`src/rtl/a2d_intf_pkg.sv`:
```
// Shared types and constants for the ADC128S SPI front end: top FSM states,
// divider load value and command word layout.
package a2d_pkg;

   typedef enum logic [1:0] {
      IDLE = 2'd0,
      TX1  = 2'd1,
      GAP  = 2'd2,
      TX2  = 2'd3
   } a2d_state_e;

   // Divider load: SCLK stays high for an 8-clk front porch before the first fall
   localparam logic [4:0] SCLK_LD = 5'b10111;

   localparam int CH_LSB = 11;
   localparam int CH_MSB = 13;

   function automatic logic [15:0] cmd_word(input logic [2:0] ch);
      logic [15:0] w;
      w = 16'h0000;
      w[CH_MSB:CH_LSB] = ch;
      return w;
   endfunction

endpackage

```
`src/rtl/a2d_intf_if.sv`:
```
// Bundle of the conversion request/result handshake and the ADC pins.
// master: the a2d_intf block; slave: control core plus ADC side.
interface a2d_intf_if;
   logic        strt_cnv;
   logic [2:0]  chnnl;
   logic        MISO;
   logic        SS_n;
   logic        SCLK;
   logic        MOSI;
   logic [11:0] res;
   logic [2:0]  res_ch;
   logic        cnv_cmplt;

   modport master (
      input  strt_cnv, chnnl, MISO,
      output SS_n, SCLK, MOSI, res, res_ch, cnv_cmplt
   );

   modport slave (
      output strt_cnv, chnnl, MISO,
      input  SS_n, SCLK, MOSI, res, res_ch, cnv_cmplt
   );
endinterface

```
`src/rtl/a2d_intf_spi_mnrch.sv`:
```
// Single 16-bit SPI master transaction: SCLK idle high, MISO sampled on the
// rising edge, data shifted on the falling edge (first fall does not shift).
module spi_mnrch
   import a2d_pkg::*;
#(
   parameter int SCLK_DIV_W = 5
) (
   input  logic        clk,
   input  logic        rst_n,
   input  logic        wrt,
   input  logic [15:0] wt_data,
   input  logic        MISO,
   output logic        SS_n,
   output logic        SCLK,
   output logic        MOSI,
   output logic        done,
   output logic [15:0] rd_data
);

   localparam logic [SCLK_DIV_W-1:0] DIV_LD   = (SCLK_DIV_W == 5) ? SCLK_DIV_W'(SCLK_LD)
                                                                  : ~SCLK_DIV_W'(32'd8);
   localparam logic [SCLK_DIV_W-1:0] DIV_FALL = {SCLK_DIV_W{1'b1}};
   localparam logic [SCLK_DIV_W-1:0] DIV_RISE = {1'b0, {(SCLK_DIV_W-1){1'b1}}};

   logic [SCLK_DIV_W-1:0] sclk_div_r;
   logic [15:0]           shft_r;
   logic [3:0]            shft_cnt_r;
   logic                  ss_n_r;
   logic                  first_fall_r;
   logic                  miso_smp_r;
   logic                  fall_s;
   logic                  rise_s;
   logic                  last_s;
   logic                  launch_s;

   assign launch_s = wrt && ss_n_r;

   // Edge-imminent decode; last_s marks the 16th shift, where the fall is suppressed
   always_comb begin
      fall_s = 1'b0;
      rise_s = 1'b0;
      last_s = 1'b0;
      if (!ss_n_r) begin
         fall_s = (sclk_div_r == DIV_FALL);
         rise_s = (sclk_div_r == DIV_RISE);
         last_s = fall_s && !first_fall_r && (shft_cnt_r == 4'hF);
      end else begin
         fall_s = 1'b0;
         rise_s = 1'b0;
         last_s = 1'b0;
      end
   end

   // SCLK divider, slave select and first-fall flag
   always_ff @(posedge clk or negedge rst_n) begin
      if (!rst_n) begin
         sclk_div_r   <= DIV_FALL;
         ss_n_r       <= 1'b1;
         first_fall_r <= 1'b0;
      end else if (launch_s) begin
         sclk_div_r   <= DIV_LD;
         ss_n_r       <= 1'b0;
         first_fall_r <= 1'b1;
      end else if (last_s) begin
         ss_n_r       <= 1'b1;
      end else if (!ss_n_r) begin
         sclk_div_r <= sclk_div_r + {{(SCLK_DIV_W-1){1'b0}}, 1'b1};
         if (fall_s) begin
            first_fall_r <= 1'b0;
         end
      end
   end

   // Shared tx/rx shift register and its shift counter
   always_ff @(posedge clk or negedge rst_n) begin
      if (!rst_n) begin
         shft_r     <= 16'h0000;
         shft_cnt_r <= 4'h0;
      end else if (launch_s) begin
         shft_r     <= wt_data;
         shft_cnt_r <= 4'h0;
      end else if (fall_s && !first_fall_r) begin
         shft_r     <= {shft_r[14:0], miso_smp_r};
         shft_cnt_r <= shft_cnt_r + 4'h1;
      end
   end

   // MISO captured just as SCLK rises
   always_ff @(posedge clk or negedge rst_n) begin
      if (!rst_n) begin
         miso_smp_r <= 1'b0;
      end else if (rise_s) begin
         miso_smp_r <= MISO;
      end
   end

   assign SS_n    = ss_n_r;
   assign SCLK    = sclk_div_r[SCLK_DIV_W-1];
   assign MOSI    = shft_r[15];
   assign done    = last_s;
   // Presents the word as it will be after the final shift, so it is complete while done is high
   assign rd_data = {shft_r[14:0], miso_smp_r};

endmodule

```
`src/rtl/a2d_intf.sv`:
```
// ADC128S two-transaction conversion controller (channel select, then result).
// Build option A2D_ROUND_ROBIN_EN: channel comes from an internal pointer instead of chnnl.
module a2d_intf
   import a2d_pkg::*;
#(
   parameter int SCLK_DIV_W = 5,
   parameter int GAP_CLKS   = 4
) (
   input logic         clk,
   input logic         rst_n,
   a2d_intf_if.master  bus
);

   localparam int GAP_W = (GAP_CLKS > 1) ? $clog2(GAP_CLKS) : 1;

   a2d_state_e        state_r;
   a2d_state_e        state_nxt_s;
   logic [GAP_W-1:0]  gap_cnt_r;
   logic [2:0]        ch_r;
   logic [2:0]        sel_ch_s;
   logic [11:0]       res_r;
   logic [2:0]        res_ch_r;
   logic              cnv_cmplt_r;
   logic              wrt_s;
   logic [15:0]       wt_data_s;
   logic              accept_s;
   logic              cmplt_s;
   logic              done_s;
   logic [15:0]       rd_data_s;
   logic              unused_rx_s;

   assign unused_rx_s = ^rd_data_s[15:12];

`ifdef A2D_ROUND_ROBIN_EN
   logic [2:0] rr_ptr_r;
   logic       unused_chnnl_s;

   assign unused_chnnl_s = ^bus.chnnl;
   assign sel_ch_s       = rr_ptr_r;

   // Channel pointer advances once per finished conversion, wrapping 7 -> 0
   always_ff @(posedge clk or negedge rst_n) begin
      if (!rst_n) begin
         rr_ptr_r <= 3'd0;
      end else if (cmplt_s) begin
         rr_ptr_r <= rr_ptr_r + 3'd1;
      end
   end
`else
   assign sel_ch_s = bus.chnnl;
`endif

   spi_mnrch #(
      .SCLK_DIV_W (SCLK_DIV_W)
   ) u_spi (
      .clk     (clk),
      .rst_n   (rst_n),
      .wrt     (wrt_s),
      .wt_data (wt_data_s),
      .MISO    (bus.MISO),
      .SS_n    (bus.SS_n),
      .SCLK    (bus.SCLK),
      .MOSI    (bus.MOSI),
      .done    (done_s),
      .rd_data (rd_data_s)
   );

   // Top FSM state register
   always_ff @(posedge clk or negedge rst_n) begin
      if (!rst_n) begin
         state_r <= IDLE;
      end else begin
         state_r <= state_nxt_s;
      end
   end

   // Next state and transaction launch; strt_cnv outside IDLE is dropped
   always_comb begin
      state_nxt_s = state_r;
      wrt_s       = 1'b0;
      wt_data_s   = 16'h0000;
      accept_s    = 1'b0;
      cmplt_s     = 1'b0;
      case (state_r)
         IDLE: begin
            if (bus.strt_cnv) begin
               accept_s    = 1'b1;
               wrt_s       = 1'b1;
               wt_data_s   = cmd_word(sel_ch_s);
               state_nxt_s = TX1;
            end else begin
               state_nxt_s = IDLE;
            end
         end
         TX1: begin
            if (done_s) begin
               state_nxt_s = GAP;
            end else begin
               state_nxt_s = TX1;
            end
         end
         GAP: begin
            if (gap_cnt_r == GAP_W'(GAP_CLKS - 1)) begin
               wrt_s       = 1'b1;
               state_nxt_s = TX2;
            end else begin
               state_nxt_s = GAP;
            end
         end
         TX2: begin
            if (done_s) begin
               cmplt_s     = 1'b1;
               state_nxt_s = IDLE;
            end else begin
               state_nxt_s = TX2;
            end
         end
         default: begin
            state_nxt_s = IDLE;
         end
      endcase
   end

   // Gap counter runs only in GAP and sits at zero otherwise
   always_ff @(posedge clk or negedge rst_n) begin
      if (!rst_n) begin
         gap_cnt_r <= '0;
      end else if (state_r != GAP) begin
         gap_cnt_r <= '0;
      end else begin
         gap_cnt_r <= gap_cnt_r + {{(GAP_W-1){1'b0}}, 1'b1};
      end
   end

   // Channel capture on accept; result, channel tag and valid flag on completion
   always_ff @(posedge clk or negedge rst_n) begin
      if (!rst_n) begin
         ch_r        <= 3'd0;
         res_r       <= 12'h000;
         res_ch_r    <= 3'd0;
         cnv_cmplt_r <= 1'b0;
      end else if (accept_s) begin
         ch_r        <= sel_ch_s;
         cnv_cmplt_r <= 1'b0;
      end else if (cmplt_s) begin
         res_r       <= rd_data_s[11:0];
         res_ch_r    <= ch_r;
         cnv_cmplt_r <= 1'b1;
      end
   end

   assign bus.res       = res_r;
   assign bus.res_ch    = res_ch_r;
   assign bus.cnv_cmplt = cnv_cmplt_r;

endmodule

```
`src/flat_wrapper.sv`:
```
// flat-port wrapper written by rule: the top's interface ports become plain ports
module a2d_intf_flat import a2d_pkg::*;
#(
   parameter int SCLK_DIV_W = 5,
   parameter int GAP_CLKS   = 4
)
  (clk, rst_n, bus_strt_cnv, bus_chnnl, bus_MISO, bus_SS_n, bus_SCLK, bus_MOSI, bus_res, bus_res_ch, bus_cnv_cmplt);
  a2d_intf_if bus_i ();
  input logic clk;
  input logic rst_n;
  input wire logic [$bits(bus_i.strt_cnv)-1:0] bus_strt_cnv;
  input wire logic [$bits(bus_i.chnnl)-1:0] bus_chnnl;
  input wire logic [$bits(bus_i.MISO)-1:0] bus_MISO;
  output wire logic [$bits(bus_i.SS_n)-1:0] bus_SS_n;
  output wire logic [$bits(bus_i.SCLK)-1:0] bus_SCLK;
  output wire logic [$bits(bus_i.MOSI)-1:0] bus_MOSI;
  output wire logic [$bits(bus_i.res)-1:0] bus_res;
  output wire logic [$bits(bus_i.res_ch)-1:0] bus_res_ch;
  output wire logic [$bits(bus_i.cnv_cmplt)-1:0] bus_cnv_cmplt;
  assign bus_i.strt_cnv = bus_strt_cnv;
  assign bus_i.chnnl = bus_chnnl;
  assign bus_i.MISO = bus_MISO;
  assign bus_SS_n = bus_i.SS_n;
  assign bus_SCLK = bus_i.SCLK;
  assign bus_MOSI = bus_i.MOSI;
  assign bus_res = bus_i.res;
  assign bus_res_ch = bus_i.res_ch;
  assign bus_cnv_cmplt = bus_i.cnv_cmplt;
  a2d_intf #(.SCLK_DIV_W(SCLK_DIV_W), .GAP_CLKS(GAP_CLKS)) u_core (.clk(clk), .rst_n(rst_n), .bus(bus_i));
endmodule
```
`config.mk`:
```
export PLATFORM = sky130hd
export DESIGN_NAME = a2d_intf_flat
export DESIGN_NICKNAME = d
export VERILOG_FILES = /design/src/rtl/a2d_intf_pkg.sv /design/src/rtl/a2d_intf_if.sv /design/src/rtl/a2d_intf_spi_mnrch.sv /design/src/rtl/a2d_intf.sv /design/src/flat_wrapper.sv
export SDC_FILE = /design/constraint.sdc
export NUM_CORES = 1
export LEC_CHECK = 0
export BUFFER_PORTS_ARGS = -buffer_cell sky130_fd_sc_hd__buf_2
export CAP_MARGIN = 10
export CORE_UTILIZATION = 60
export DETAILED_ROUTE_END_ITERATION = 8
export PLACE_DENSITY = 0.81
export SYNTH_ARGS = -nofsm -noshare
export SYNTH_HDL_FRONTEND = slang
export SYNTH_HIERARCHICAL = 1
export SYNTH_SLANG_ARGS = --single-unit
```
`constraint.sdc`:
```
create_clock -name clk -period 4.94 [get_ports clk]
set_input_delay 0.988 -clock clk [delete_from_list [all_inputs] [get_ports clk]]
set_output_delay 0.988 -clock clk [all_outputs]
set_load 0.01 [all_outputs]
```
After elaboration in Yosys (flattened, before gate mapping)
Cells that the tools add are included.
W data, S select, Z words.

operators by class
  add/sub/neg operators = 3
  bitwise gates (word level) = 1
  reduce and logical (&&, ||, !) cells = 13
  equal/unequal tests = 10
  multiplexer cells = 32

operators by type and width
  kind                   number
  $mux W16               3
  $mux W1                18
  $mux W5                3
  $mux W14               1
  $mux W4                2
  $pmux W2 S4            1
  $reduce_bool A2 Y1     4
  $eq A2 B2 Y1 const B   3
  $mux W2                3
  $add A5 B1 Y5 const B  1
  $eq A5 B4 Y1 const B   1
  $eq A5 B5 Y1 const B   1
  $add A4 B1 Y4 const B  1
  $eq A4 B4 Y1 const B   1
  $logic_and A1 B1 Y1    4
  $ne A2 B2 Y1 const B   2
  $reduce_and A2 Y1      2
  $reduce_and A3 Y1      1
  $add A2 B1 Y2 const B  1
  $eq A2 B1 Y1 const B   1
  $logic_not A2 Y1       1
  $ne A2 B1 Y1 const B   1
  $pmux W1 S2            1
  $logic_not A1 Y1       1
  $not A1 Y1             1

word-level totals
  register bits = 51
  output and inout port bits = 19

Depth between registers and ports, before layout
  depth in word-level cells = 8
  mapped depth = 9
  mapped depth without buffers = 8

Cells and area by module
The synthesis kept the hierarchy.

by module, submodules not included
  module     area an instance (um2)  seq. area each (um2)  cells each  instances
  spi_mnrch  1396.3                  708.2                 127         1
  a2d_intf   996.0                   575.6                 61          1

Worst setup path before layout
No wires, ideal clock.

  path kind = register to register
  start point = register u_core.u_spi.sclk_div_r[0]
  end point = register u_core.res_r[0] (netlist: u_core/bus.res[0])
  clock period less this slack = 2.370 ns
  arrival = 2.245 ns
  stages on the path, launching flop included = 10
  slack = 2.570 ns
  path through = dfstp_2 -> ha_1 -> and3_1 -> ha_1 -> and4b_1 -> nand2_1 -> nor2_1 -> nand3_4 -> buf_6 -> mux2_4

on the way
  cells in the longest elaborated chain, start to end = 7

ends and longest elaborated chain
  element                             RTL line                  RTL
  start, declared                     a2d_intf_spi_mnrch.sv:25  logic [SCLK_DIV_W-1:0] sclk_div_r;
  start signal, assigned              a2d_intf_spi_mnrch.sv:67  sclk_div_r <= sclk_div_r + {{(SCLK_DIV_W-1){1'b0}}, 1'b1};
  $eq A5 B5 Y1                        a2d_intf_spi_mnrch.sv:44  fall_s = (sclk_div_r == DIV_FALL);
  $logic_and A1 B1 Y1 (2 in series)   a2d_intf_spi_mnrch.sv:46  last_s = fall_s && !first_fall_r && (shft_cnt_r == 4'hF);
  $mux W1                             a2d_intf_spi_mnrch.sv:43  if (!ss_n_r) begin
  named net u_core.done_s             a2d_intf.sv:28            logic done_s;
  $mux W1                             a2d_intf.sv:111           if (done_s) begin
  $mux W1                             a2d_intf.sv:84            case (state_r)
  $reduce_and A2 Y1 (no source line)  n/a
  end signal, assigned                a2d_intf.sv:146           res_r <= rd_data_s[11:0];
  end, declared                       a2d_intf.sv:21            logic [11:0] res_r;

The timed path passes the listed nets, and every way through them passes these cells.
A chain may end at the register's enable or synchronous reset.

Worst setup path in the final report
  start point = register u_core.u_spi.sclk_div_r[0]
  end point = register u_core.res_r[2] (netlist: u_core/bus.res[2])

The elaborated chain is that of the path after synthesis.

==> impl_table.tex <==
\begin{tabular}{lr}
\hline
Metric & Value \\
\hline
\multicolumn{2}{l}{\textbf{Status}} \\
\quad Run status & finished, final reports clean \\
\multicolumn{2}{l}{\textbf{Drt}} \\
\quad Average wire length per cell after detail routing & 14.9 um \\
\quad Ratio of routed vias to standard cells & 5.79 \\
\quad First-pass iteration count of the detailed router & 4 \\
\quad Iteration-0 DRC Markers & 105 \\
\quad Vias post-DR & 1575 \\
\quad Remaining design rule violation count & 0 \\
\quad ANT nets after route & 0 \\
\quad Wire length reported by the detailed router & 4050 um \\
\multicolumn{2}{l}{\textbf{CTS}} \\
\quad Clock tree buffer depth & 2 \\
\quad Total clock sinks & 51 \\
\quad Clk Latency, worst-skew pair & 0.30 ns \\
\quad CTS buffer count & 5 \\
\quad Postcts setup bufs & 0 \\
\quad H-tree levels & 2 \\
\quad CTS tree & done \\
\quad Clock root buffer & sky130\_fd\_sc\_hd\_\_clkbuf\_8 \\
\quad Post-CTS resize count & 0 \\
\quad Post-CTS Hold Buffers & 0 \\
\quad Worst-path clk slew & 0.09 ns \\
\multicolumn{2}{l}{\textbf{Synth}} \\
\quad Proportion of synthesized chip area in sequential cells & 0.537 \\
\quad Post-synth EDFFs & 0 \\
\quad Fraction of synthesis flops using an asynchronous set or reset pin & 1.00 \\
\quad Synthesized netlist cell count & 188 \\
\quad Average cell area after synthesis & 12.7 um2 \\
\quad Post-synth cell types & 47 \\
\quad Post-synth top flop & sky130\_fd\_sc\_hd\_\_dfrtp\_1 \\
\quad Post-Synthesis Cell Area & 0.00239 mm2 \\
\quad Flops \& latches, synth & 51 \\
\quad Number of warnings issued by yosys & 6 \\
\multicolumn{2}{l}{\textbf{Cells and area}} \\
\quad Final Net Count & 235 \\
\quad Syn-to-layout area delta & 11.2\% \\
\quad Number of diodes added for antenna fixing & 0 \\
\quad Fraction of layout cells with a size suffix above 1 & 0.286 \\
\quad Post-route non-filler standard cell count & 272 \\
\multicolumn{2}{l}{\textbf{Floorplan}} \\
\quad Core region area & 0.00374 mm2 \\
\quad Die boundary height & 65.1 um \\
\quad Top-level port count & 26 \\
\quad Site row count & 22 \\
\quad Overall die width & 65.1 um \\
\quad Initial Util & 0.639 \\
\quad Total die area & 0.00424 mm2 \\
\multicolumn{2}{l}{\textbf{GRT}} \\
\quad Overall track demand over capacity in global routing & 0.230 \\
\quad Maximum number of pins on one net before global-route repair & 52 \\
\quad GR Overflow Total & 0 \\
\quad Number of antenna violations at the first check in global routing & 0 \\
\quad Via count of the first global-routing pass & 1571 \\
\quad Global-route wire length before repair & 7380 um \\
\multicolumn{2}{l}{\textbf{Timing}} \\
\quad Endpoints failing hold & 0 \\
\quad Period utilization & 0.548 \\
\quad Final critical delay including setup and external delays & 2.71 ns \\
\quad Rel. slew slack & 0.283 \\
\quad Final-layout worst hold slack & 0.449 ns \\
\quad Count of final setup violators & 0 \\
\quad Total Neg Setup Slack & 0 ns \\
\quad Unrepaired setup endpoints after global routing & false \\
\quad Worst clock skew & 0.00460 ns \\
\quad Maximum clock frequency & 370 MHz \\
\quad Final number of max-transition violations & 0 \\
\quad Tightest Pin Transition & 1.07 ns \\
\multicolumn{2}{l}{\textbf{Power}} \\
\quad Clock Power Share & 0.260 \\
\quad Combinational share of power & 0.174 \\
\quad Power density of the placed cells & 378 mW/mm2 \\
\quad Sw Ratio & 0.285 \\
\quad Fraction of power consumed by sequential logic & 0.566 \\
\quad Total internal power & 0.000719 W \\
\quad Worst vdd ir & 0.205 mV \\
\quad Switching power & 0.000286 W \\
\quad Leak & 1.34 nW \\
\multicolumn{2}{l}{\textbf{Placement}} \\
\quad Half-perimeter wire length after detailed placement & 2770 um \\
\quad GPL Wtd Cong & 0.829 \\
\quad DP Cell Count & 264 \\
\quad Number of port buffers & 25 \\
\multicolumn{2}{l}{\textbf{Critical path}} \\
\quad Worst Path Arrival & 2.90 ns \\
\quad Crit path kind & reg -> reg \\
\quad Biggest fanout along the worst timing path & 15 \\
\quad Worst R2R Path Depth & 8 \\
\quad Critical Path RT & 5.13 ns \\
\quad Nature of the critical path startpoint & register \\
\quad Type of destination of the critical path & register \\
\multicolumn{2}{l}{\textbf{Job}} \\
\quad Count of maximum capacitance violations & 0 \\
\multicolumn{2}{l}{\textbf{Min path}} \\
\quad Worst hold path type & reg -> reg \\
\quad Number of stages on the worst hold path & 1 \\
\hline
\end{tabular}
area by class of cell:
type	count	area, um2
timing repair buffer	25	125
clock buffer	7	96.3
tap	48	60.1
multi-input combinational	135	1070
inverter	5	18.8
fill	279	1080
clock inverter	1	7.51
sequential	51	1280
final timing paths:
path,slack [ns],start,end
worst min register to register,0.45,u_core/gap_cnt_r[0]$_DFF_PN0_,u_core/gap_cnt_r[0]$_DFF_PN0_
min in group asynchronous,0.88,rst_n,u_core/u_spi/shft_r[10]$_DFFE_PN0P_
worst max-delay path,2.23,u_core/u_spi/sclk_div_r[0]$_DFFE_PN1P_,u_core/bus.res[2]$_DFFE_PN0P_
worst min-delay path,0.45,u_core/gap_cnt_r[0]$_DFF_PN0_,u_core/gap_cnt_r[0]$_DFF_PN0_
max in group asynchronous,3.40,rst_n,u_core/u_spi/shft_r[3]$_DFFE_PN0P_
worst max register to register,2.23,u_core/u_spi/sclk_div_r[0]$_DFFE_PN1P_,u_core/bus.res[2]$_DFFE_PN0P_
state kept, by name (all words and copies together) (netlist names):
| signal | flops |
|---|---|
| u_core/bus.res | 12 |
| u_core/u_spi/shft_r | 16 |
| u_core/bus.cnv_cmplt | 1 |
| u_core/ch_r | 3 |
| u_core/gap_cnt_r | 2 |
| u_core/bus.res_ch | 3 |
| u_core/u_spi/SS_n | 1 |
| u_core/state_r | 2 |
| u_core/u_spi/first_fall_r | 1 |
| u_core/u_spi/sclk_div_r | 5 |
| u_core/u_spi/shft_cnt_r | 4 |
| u_core/u_spi/miso_smp_r | 1 |
cells by family after synthesis:
group | count (synthesis) | share of synthesized area
compound gates | 34 | 0.117
xor+xnor | 3 | 0.0110
fa+ha+maj | 5 | 0.0262
buf+inv | 14 | 0.0350
flops | 51 | 0.537
mux | 20 | 0.109
other cells | 1 | 0.00157
simple gates | 60 | 0.164
layer usage:
metal  global-route usage  part of all wire
met5                    0                 0
met4               0.0761             0.014
met3               0.0660             0.035
met2                0.380              0.51
met1                0.293              0.44
synth_stat cells (2+ instances only):
| cell | instances | area, um2 |
|---|---|---|
| sky130_fd_sc_hd__nor3_1 | 5 | 25.0 |
| sky130_fd_sc_hd__xnor2_1 | 3 | 26.3 |
| sky130_fd_sc_hd__and3_1 | 2 | 12.5 |
| sky130_fd_sc_hd__buf_6 | 3 | 33.8 |
| sky130_fd_sc_hd__o22ai_1 | 3 | 18.8 |
| sky130_fd_sc_hd__and2_1 | 19 | 119 |
| sky130_fd_sc_hd__mux2_2 | 8 | 90.1 |
| sky130_fd_sc_hd__nand3_1 | 3 | 15.0 |
| sky130_fd_sc_hd__buf_2 | 4 | 20.0 |
| sky130_fd_sc_hd__mux2_4 | 10 | 150 |
| sky130_fd_sc_hd__mux2i_1 | 2 | 20.0 |
| sky130_fd_sc_hd__a21oi_1 | 2 | 10.0 |
| sky130_fd_sc_hd__ha_1 | 5 | 62.6 |
| sky130_fd_sc_hd__inv_1 | 5 | 18.8 |
| sky130_fd_sc_hd__dfrtp_1 | 45 | 1130 |
| sky130_fd_sc_hd__nand2b_1 | 3 | 18.8 |
| sky130_fd_sc_hd__nor3b_4 | 2 | 37.5 |
| sky130_fd_sc_hd__dfstp_2 | 6 | 158 |
| sky130_fd_sc_hd__nand2_1 | 5 | 18.8 |
| sky130_fd_sc_hd__a221o_1 | 15 | 150 |
| sky130_fd_sc_hd__o21ai_0 | 5 | 25.0 |
| sky130_fd_sc_hd__nor2_1 | 8 | 30.0 |
worst max-delay path, stage by stage, from the launching register on:
cell and delay, ns:
sky130_fd_sc_hd__dfstp_2 0.58, sky130_fd_sc_hd__ha_1 0.20, sky130_fd_sc_hd__and3_1 0.20, sky130_fd_sc_hd__ha_1 0.24, sky130_fd_sc_hd__and4b_1 0.27, sky130_fd_sc_hd__nand2_1 0.11
sky130_fd_sc_hd__nor2_1 0.30, sky130_fd_sc_hd__nand3_4 0.30, sky130_fd_sc_hd__mux2_4 0.39
per-stage QoR:
stage	total power (W)	worst slack (ns)	util	cell area [um2]
floorplan	0.000692	2.57	-	2440
global placement	0.000732	2.25	0.683	2560
detailed placement	0.000752	2.15	0.683	2560
CTS	0.00101	2.23	0.711	2660
global route	0.00106	2.02	0.711	2660
finish	0.00101	2.23	0.711	2660
power groups by stage:
stage	Clock (W)	Sequential, W	Combinational (W)
final	0.000262	0.000569	0.000175
after global routing	0.000285	0.000580	0.000199
after CTS	0.000268	0.000568	0.000177
after detailed placement	0	0.000576	0.000176
after global placement	0	0.000569	0.000163
after floorplan	0	0.000556	0.000136
layout by cell type, fill, tap and decap left out, drive strengths merged, types with 2 or more instances in the layout:
master  instances
and2           19
o22ai           3
nand2b          3
clkbuf          7
ha              5
dfrtp          45
nor3            5
nor3b           3
nor2            9
mux2           18
conb           13
buf            25
o21ai           5
nand3           4
inv             5
nand2           5
dfstp           6
a221o          15
a21oi           2
xnor2           3
or3b            2
mux2i           2
and3            2
Note: power is estimated with default switching activity, not from simulation.
